## src/rtl/tsc_dump_rx_if.sv

```systemverilog
// Signal bundle between the host readout logic (master) and the dump receiver (slave).
// Carries the capture-unit pins (sbf/sd/cd/trd) together with the host command/status/readback signals.
interface tsc_dump_rx_if #(parameter int AW = 5);
  logic          fetch;
  logic          trd;
  logic          sd;
  logic          cd;
  logic          sbf;
  logic          busy;
  logic          done;
  logic          err;
  logic [1:0]    err_code;
  logic [AW:0]   byte_cnt;
  logic [AW-1:0] rd_addr;
  logic [7:0]    rd_data;

  modport master (
    output fetch, trd, sd, cd, rd_addr,
    input  sbf, busy, done, err, err_code, byte_cnt, rd_data
  );

  modport slave (
    input  fetch, trd, sd, cd, rd_addr,
    output sbf, busy, done, err, err_code, byte_cnt, rd_data
  );
endinterface

```

## src/rtl/tsc_dump_rx.sv

```systemverilog
// Transient-capture dump receiver: requests a buffer dump, deserialises SD into a byte RAM, ends on CD.
// Optional start-bit watchdog enabled by defining TSC_RX_TIMEOUT_EN.
module tsc_dump_rx #(
  parameter int DEPTH   = 32,
  parameter int AW      = 5,
  parameter int TIMEOUT = 1024
) (
  input  logic         clk,
  input  logic         reset,
  tsc_dump_rx_if.slave bus
);

  typedef enum logic [2:0] {
    S_IDLE  = 3'd0,
    S_REQ   = 3'd1,
    S_WAIT  = 3'd2,
    S_SHIFT = 3'd3,
    S_DONE  = 3'd4,
    S_ERR   = 3'd5
  } state_t;

  localparam logic [AW:0] FULL = (AW+1)'(DEPTH);
  localparam logic [AW:0] ONE  = (AW+1)'(1);

  state_t      state_r;
  logic [2:0]  bit_cnt_r;
  logic [6:0]  shift_r;
  logic [AW:0] byte_cnt_r;
  logic        sbf_r;
  logic        busy_r;
  logic        done_r;
  logic        err_r;
  logic [1:0]  err_code_r;
  logic [7:0]  rd_data_r;
  logic [7:0]  mem_r [DEPTH];
  logic        wr_en_s;
  logic [7:0]  wr_byte_s;

`ifdef TSC_RX_TIMEOUT_EN
  localparam int            WDW    = (TIMEOUT > 2) ? $clog2(TIMEOUT) : 1;
  localparam logic [WDW-1:0] WD_MAX = WDW'(TIMEOUT - 1);
  logic [WDW-1:0] wd_r;
`endif

  // Write strobe: eighth data bit arriving with room left and no abort
  always_comb begin
    wr_en_s   = 1'b0;
    wr_byte_s = {shift_r, bus.sd};
    if ((state_r == S_SHIFT) && !bus.cd && (bit_cnt_r == 3'd7) && (byte_cnt_r != FULL)) begin
      wr_en_s = 1'b1;
    end else begin
      wr_en_s = 1'b0;
    end
  end

  // Control FSM with registered status outputs
  always_ff @(posedge clk or posedge reset) begin
    if (reset) begin
      state_r    <= S_IDLE;
      bit_cnt_r  <= 3'd0;
      shift_r    <= 7'd0;
      byte_cnt_r <= '0;
      sbf_r      <= 1'b0;
      busy_r     <= 1'b0;
      done_r     <= 1'b0;
      err_r      <= 1'b0;
      err_code_r <= 2'b00;
`ifdef TSC_RX_TIMEOUT_EN
      wd_r       <= '0;
`endif
    end else begin
      sbf_r <= 1'b0;
      case (state_r)
        S_IDLE, S_DONE, S_ERR: begin
          if (bus.fetch && bus.trd) begin
            state_r    <= S_REQ;
            sbf_r      <= 1'b1;
            busy_r     <= 1'b1;
            done_r     <= 1'b0;
            err_r      <= 1'b0;
            err_code_r <= 2'b00;
            byte_cnt_r <= '0;
          end else begin
            state_r <= state_r;
          end
        end
        S_REQ: begin
          state_r <= S_WAIT;
`ifdef TSC_RX_TIMEOUT_EN
          wd_r    <= '0;
`endif
        end
        S_WAIT: begin
          if (bus.cd) begin
            state_r <= S_DONE;
            done_r  <= 1'b1;
            busy_r  <= 1'b0;
          end else if (bus.sd) begin
            state_r   <= S_SHIFT;
            bit_cnt_r <= 3'd0;
`ifdef TSC_RX_TIMEOUT_EN
          end else if (wd_r == WD_MAX) begin
            state_r    <= S_ERR;
            err_r      <= 1'b1;
            err_code_r <= 2'b11;
            busy_r     <= 1'b0;
          end else begin
            wd_r <= wd_r + WDW'(1);
          end
`else
          end else begin
            state_r <= S_WAIT;
          end
`endif
        end
        S_SHIFT: begin
          if (bus.cd) begin
            // abort mid-byte: partial byte dropped, count untouched
            state_r    <= S_ERR;
            err_r      <= 1'b1;
            err_code_r <= 2'b01;
            busy_r     <= 1'b0;
          end else begin
            shift_r   <= {shift_r[5:0], bus.sd};
            bit_cnt_r <= bit_cnt_r + 3'd1;
            if (bit_cnt_r == 3'd7) begin
              if (byte_cnt_r != FULL) begin
                byte_cnt_r <= byte_cnt_r + ONE;
                state_r    <= S_WAIT;
`ifdef TSC_RX_TIMEOUT_EN
                wd_r       <= '0;
`endif
              end else begin
                state_r    <= S_ERR;
                err_r      <= 1'b1;
                err_code_r <= 2'b10;
                busy_r     <= 1'b0;
              end
            end else begin
              state_r <= S_SHIFT;
            end
          end
        end
        default: begin
          state_r <= S_IDLE;
          busy_r  <= 1'b0;
        end
      endcase
    end
  end

  // Byte RAM write port; contents survive reset
  always_ff @(posedge clk) begin
    if (wr_en_s) begin
      mem_r[byte_cnt_r[AW-1:0]] <= wr_byte_s;
    end
  end

  // Registered host read port
  always_ff @(posedge clk or posedge reset) begin
    if (reset) begin
      rd_data_r <= 8'd0;
    end else begin
      rd_data_r <= mem_r[bus.rd_addr];
    end
  end

  assign bus.sbf      = sbf_r;
  assign bus.busy     = busy_r;
  assign bus.done     = done_r;
  assign bus.err      = err_r;
  assign bus.err_code = err_code_r;
  assign bus.byte_cnt = byte_cnt_r;
  assign bus.rd_data  = rd_data_r;

endmodule

```

## src/flat_wrapper.sv

```systemverilog
// flat-port wrapper written by rule: the top's interface ports become plain ports
module tsc_dump_rx_flat 
#(
  parameter int DEPTH   = 32,
  parameter int AW      = 5,
  parameter int TIMEOUT = 1024
)
  (clk, reset, bus_fetch, bus_trd, bus_sd, bus_cd, bus_rd_addr, bus_sbf, bus_busy, bus_done, bus_err, bus_err_code, bus_byte_cnt, bus_rd_data);
  tsc_dump_rx_if #(.AW(AW)) bus_i ();
  input  logic clk;
  input  logic reset;
  input wire logic [$bits(bus_i.fetch)-1:0] bus_fetch;
  input wire logic [$bits(bus_i.trd)-1:0] bus_trd;
  input wire logic [$bits(bus_i.sd)-1:0] bus_sd;
  input wire logic [$bits(bus_i.cd)-1:0] bus_cd;
  input wire logic [$bits(bus_i.rd_addr)-1:0] bus_rd_addr;
  output wire logic [$bits(bus_i.sbf)-1:0] bus_sbf;
  output wire logic [$bits(bus_i.busy)-1:0] bus_busy;
  output wire logic [$bits(bus_i.done)-1:0] bus_done;
  output wire logic [$bits(bus_i.err)-1:0] bus_err;
  output wire logic [$bits(bus_i.err_code)-1:0] bus_err_code;
  output wire logic [$bits(bus_i.byte_cnt)-1:0] bus_byte_cnt;
  output wire logic [$bits(bus_i.rd_data)-1:0] bus_rd_data;
  assign bus_i.fetch = bus_fetch;
  assign bus_i.trd = bus_trd;
  assign bus_i.sd = bus_sd;
  assign bus_i.cd = bus_cd;
  assign bus_i.rd_addr = bus_rd_addr;
  assign bus_sbf = bus_i.sbf;
  assign bus_busy = bus_i.busy;
  assign bus_done = bus_i.done;
  assign bus_err = bus_i.err;
  assign bus_err_code = bus_i.err_code;
  assign bus_byte_cnt = bus_i.byte_cnt;
  assign bus_rd_data = bus_i.rd_data;
  tsc_dump_rx #(.DEPTH(DEPTH), .AW(AW), .TIMEOUT(TIMEOUT)) u_core (.clk(clk), .reset(reset), .bus(bus_i));
endmodule
```

## config.mk

```make
export PLATFORM = sky130hd
export DESIGN_NAME = tsc_dump_rx_flat
export DESIGN_NICKNAME = d
export VERILOG_FILES = /design/src/rtl/tsc_dump_rx_if.sv /design/src/rtl/tsc_dump_rx.sv /design/src/flat_wrapper.sv
export SDC_FILE = /design/constraint.sdc
export NUM_CORES = 1
export LEC_CHECK = 0
export CORE_UTILIZATION = 54
export DETAILED_ROUTE_END_ITERATION = 16
export PLACE_DENSITY = 0.76
export SYNTH_ARGS = -nofsm -noshare
export SYNTH_HDL_FRONTEND = slang
export SYNTH_SLANG_ARGS = --single-unit
export TNS_END_PERCENT = 5
```

## constraint.sdc

```tcl
create_clock -name clk -period 3.06 [get_ports clk]
set_input_delay 0.612 -clock clk [delete_from_list [all_inputs] [get_ports clk]]
set_output_delay 0.612 -clock clk [all_outputs]
set_load 0.01 [all_outputs]
```

; ---- Word level (Yosys, flattened, before mapping)
; Memories as Yosys holds them, arrays and structs flattened. A register that Yosys moved wholly into a read port is not among the register bits.
; Cells that the tools add are included.
[totals]
reg_bits = 25
ram_bits = 256
word_cells = 85
n_memories = 1
[memory_table]
columns = name, depth, word_bits, read_ports, rd_clocked_by_memory_dff, write_ports, line
row1 = u_core.mem_r, 32, 8, 1, 1, 1, tsc_dump_rx.sv:35  ; logic [7:0] mem_r [DEPTH];
[classes]
n_addsub = 2
n_eq_ne = 16
mux = 39
bitwise_logic = 2
reduce_logical = 16
[op_table]
columns = cell, n
row1 = 3-bit 2-to-1 mux, 8
row2 = 6-bit 2-to-1 mux, 4
row3 = 1-bit 2-to-1 mux, 16
row4 = "2-bit != test, second input constant", 6
row5 = 3-bit one-hot mux with 4 select lines, 1
row6 = 6-bit one-hot mux with 2 select lines, 1
row7 = 5-bit AND reduction, 2
row8 = "3-bit == test, second input constant", 3
row9 = 2-bit 2-to-1 mux, 4
row10 = 4-bit AND reduction, 2
row11 = "6-bit by 1-bit adder with 6-bit output, second input constant", 1
row12 = "3-bit by 2-bit == test with 1-bit output, second input constant", 2
row13 = "3-bit != test, second input constant", 2
row14 = "6-bit != test, second input constant", 1
row15 = 3-bit one-hot mux with 2 select lines, 1
row16 = 2-bit nonzero test, 3
row17 = 1-bit logical AND, 4
row18 = 1-bit one-hot mux with 2 select lines, 2
row19 = 1-bit one-hot mux with 4 select lines, 1
row20 = 2-bit one-hot mux with 2 select lines, 1
row21 = "3-bit by 1-bit adder with 3-bit output, second input constant", 1
row22 = "3-bit by 1-bit == test with 1-bit output, second input constant", 1
row23 = 3-bit zero test, 1
row24 = 3-bit AND reduction, 1
row25 = 5 further kinds, 6

; ---- Logic depth before layout (Yosys ltp)
[logic_depth]
depth_word = 7
ltp_mapped = 7
ltp_nobuf = 6

; ---- Worst setup path before layout
; OpenSTA, ideal clock, no wires.
[synth_path]
kind = input port to flip-flop
startpoint = in bus_rd_addr[2]
endpoint = reg u_core.rd_data_r[0] (netlist: u_core.bus.rd_data[0]), read port of u_core.mem_r
arrival_time_ns = 2.295
t_required_ns = 2.935
path_slack_ns = 0.640
cell_stages = 5
cell_sequence = clkbuf_1 -> clkbuf_1 -> mux4_2 -> mux4_2 -> mux2_2
[synth_lines]
columns = item, line
row1 = start: declaration, flat_wrapper.sv:16  ; input wire logic [$bits(bus_i.rd_addr)-1:0] bus_rd_addr;
row2 = end: declaration, tsc_dump_rx.sv:34  ; logic [7:0] rd_data_r;

; ---- Worst setup path after layout
[layout_path]
startpoint = reg u_core.byte_cnt_r[2] (netlist: u_core.bus.byte_cnt[2])
endpoint = mem u_core.mem_r[6][4], enable pin
[layout_via]
elab_chain_len = 5
[layout_rtl]
columns = item, line
row1 = start: declaration, tsc_dump_rx.sv:28  ; logic [AW:0] byte_cnt_r;
row2 = start signal: assignment, tsc_dump_rx.sv:128  ; byte_cnt_r <= byte_cnt_r + ONE;
row3 = 6-bit != test, tsc_dump_rx.sv:49  ; if ((state_r == S_SHIFT) && !bus.cd && (bit_cnt_r == 3'd7) && (byte_cnt_r != FULL)) begin
row4 = 1-bit logical AND, tsc_dump_rx.sv:49
row5 = 1-bit 2-to-1 mux, tsc_dump_rx.sv:49
row6 = 1-bit 2-to-1 mux, tsc_dump_rx.sv:154  ; if (wr_en_s) begin
row7 = 1-bit 2-to-1 mux (not written as such), tsc_dump_rx.sv:155  ; mem_r[byte_cnt_r[AW-1:0]] <= wr_byte_s;
row8 = end: declaration, tsc_dump_rx.sv:35
; Parallel ways exist; a longest one is shown, timed or not.

==> reports/results.txt <==
number of max-cap violations: 0
Worst setup EP type: register
final period utilization: 76.6%
relative slew slack: 16.0%
Setup Fix Bufs, Post-CTS: 0
minimum clock period after layout: 2.34 ns
most numerous cell in the Yosys netlist: edfxtp_1
crit path buf inv count: 1
largest net degree at the start of global routing: 65
Placer Congestion: 0.802
Ports: 31
CTS H-tree depth: 1
DR vias: 5387
Overall Power: 0.00890 W
Setup Crit Path Kind: register to register
Worst-path clk slew: 0.06 ns
Slew Limit Fails: 0
starting DRC count in detailed routing: 627
Critical Path AT: 2.60 ns
post-route cell area: 13000 um2
Port Buffer Count: 30
number of global-route vias before repair: 5531
Synth area leader: edfxtp_1
Die Span Y: 146 um
register area: 8510 um2
flops & latches, synth: 289
global-route wire length before repair: 34700 um
die width: 146 um
CTS Buffer Depth: 3
gr ovfl total: 0
worst reg2reg path depth: 5
Filler cells: 1327
die area: 21500 um2
setup violators final: 0
slowest CP cell: or3_1
Synth Net Count: 545
worst-path cell chain: or3_1, o211a_1, nand2_1, nor2_1, buf_4
CTS Hold Bufs: 0
metal2 WL: 11100 um
share of cells above drive strength 1: 28.6%
status: finished clean
syn_area_per_cell: 21.3 um2
vias per cell: 6.03
synth unique cells: 39
PD cells: 685 nW/um2
top cells by area, synth: edfxtp_1, mux4_2, dfrtp_1
# rows: 52
Skew-Pair Late Insertion Delay: 0.52 ns
VDD IR max: 0.471 mV
final hold vios: 0
Worst Hold Class: register to register
synthesized area: 11300 um2
Setup crit start kind: register
Num CTS Buffers: 27
worst path required time: 3.32 ns
post-cts sizing count: 0
top layer used by detailed routing: met4
DP Wirelength: 14200 um
gr usage total: 22.3%
area of the multi-input gates: 2600 um2
Hold Slack: 0.488 ns
Synth warnings: 0
Most used DFF post-synth: edfxtp_1
Routed WL: 22900 um
delay-heaviest family, CP: simple AND/OR/NAND/NOR gates
critical path peak fanout: 12
Initial Util: 55.4%
Post-Route M1 WL: 9510 um
Hold Path Depth: 1
Pre-antenna DRT Iters: 5
n_diodes: 0
top post-synthesis cells by count: edfxtp_1, mux4_2, nor2_1
Clock Skews: 0.0160 ns
CORE AREA: 20400 um2
register area share after synthesis: 75.5%
DR WL met3: 1760 um
Placed Area: 12100 um2
antenna violations before repair: 0
CTS tree: yes
slew at the pin closest to its max-slew limit: 1.26 ns
RSZ-0062 raised after global routing: false
Fin Setup TNS: 0 ns
Clock Sinks: 289
P&R area growth vs syn: 15.2%
DRT antenna net count: 0
Wirelength per Cell: 25.6 um
Crit. path cell count: 5
LEAKAGE: 4.32 nW
Synth top area share: 68.2%
Post-synth EDFFs: 256
ys async rst share: 11.4%
fin nets: 620
root buf cell: clkbuf_16
Critical Path Max Stage Delay: 0.59 ns
f_max: 427 MHz
residual DRC count: 0
Mapped Cells: 528
cells in the final DEF, fill, tap and decap left out, types with 2 or more instances in the layout:
master and count:
nor3_1 3, nand3b_1 2, mux2_2 16, mux4_2 80, or3b_2 2, buf_4 41, nand2b_1 4, clkdlybuf4s50_1 28
o22ai_1 2, nand3_1 2, a21oi_1 2, clkbuf_1 13, buf_12 4, clkbuf_16 27, o21ai_0 8, xor2_1 2
nor2b_1 2, or3_1 3, ha_1 6, clkinv_2 2, clkinv_1 4, edfxtp_1 256, and4b_1 2, inv_1 7
nor2_1 37, a21o_1 2, dfrtp_1 33, nand2_1 15, a22o_1 2, bufinv_16 3
cell type report:
class | instances | share of cell area [%]
flip-flops and latches | 289 | 65.6
multi-input cells | 204 | 20.0
clock buffers | 40 | 5.58
repair buffers | 74 | 5.18
well taps | 270 | 2.60
clock inverters | 9 | 0.886
inverters | 7 | 0.202
stage by stage:
stage	cells	setup WS [ns]	utilization, %
finish	893	0.717	63.8
global route	893	0.557	63.8
CTS	893	0.727	63.8
detailed placement	844	0.360	59.6
global placement	844	0.425	59.6
floorplan	528	0.640	-
routing by layer:
metal,GRT usage (%),up-vias
li1,-,2312
met1,32.7,2808
met2,35.2,237
met3,3.41,30
met4,6.56,0
met5,0,-
state kept, by name (all words and copies together) (netlist names):
register / cells
u_core.bus.err: 1
u_core.bus.err_code: 2
u_core.bus.busy: 1
u_core.state_r: 3
u_core.shift_r: 7
u_core.bus.sbf: 1
u_core.bus.rd_data: 8
u_core.bus.byte_cnt: 6
u_core.bus.done: 1
u_core.bit_cnt_r: 3
u_core.mem_r: 256
path summary, 6_finish.rpt:
kind / start / endpoint / slack, ns
worst max-delay path: u_core.bus.byte_cnt[2] / u_core.mem_r[6][4] / 0.72
worst min-delay path: u_core.bus.busy / u_core.bus.busy / 0.49
worst max register to register: u_core.bus.byte_cnt[2] / u_core.mem_r[6][4] / 0.72
worst min register to register: u_core.bus.busy / u_core.bus.busy / 0.49
max in group asynchronous: reset / u_core.bus.rd_data[6] / 2.21
min in group asynchronous: reset / u_core.bit_cnt_r[0] / 0.51
logic make-up after synthesis:
| group | Yosys count | synth area share, % |
|---|---|---|
| buffers and inverters | 35 | 1.44 |
| muxes | 96 | 17.6 |
| DFF | 289 | 75.5 |
| AOI/OAI and AO/OA | 24 | 1.43 |
| xor gates and xnor gates | 2 | 0.155 |
| and+or+nand+nor | 76 | 3.20 |
| adders and majority gates | 6 | 0.666 |
power by group:
group | internal [W] | switching [W] | leakage, nW
clock network | 0.00188 | 0.00130 | 0.405
logic | 0.000314 | 0.000260 | 1.19
registers | 0.00472 | 0.000426 | 2.73
total | 0.00691 | 0.00199 | 4.32
No activity file was read; power rests on OpenSTA's default activity.
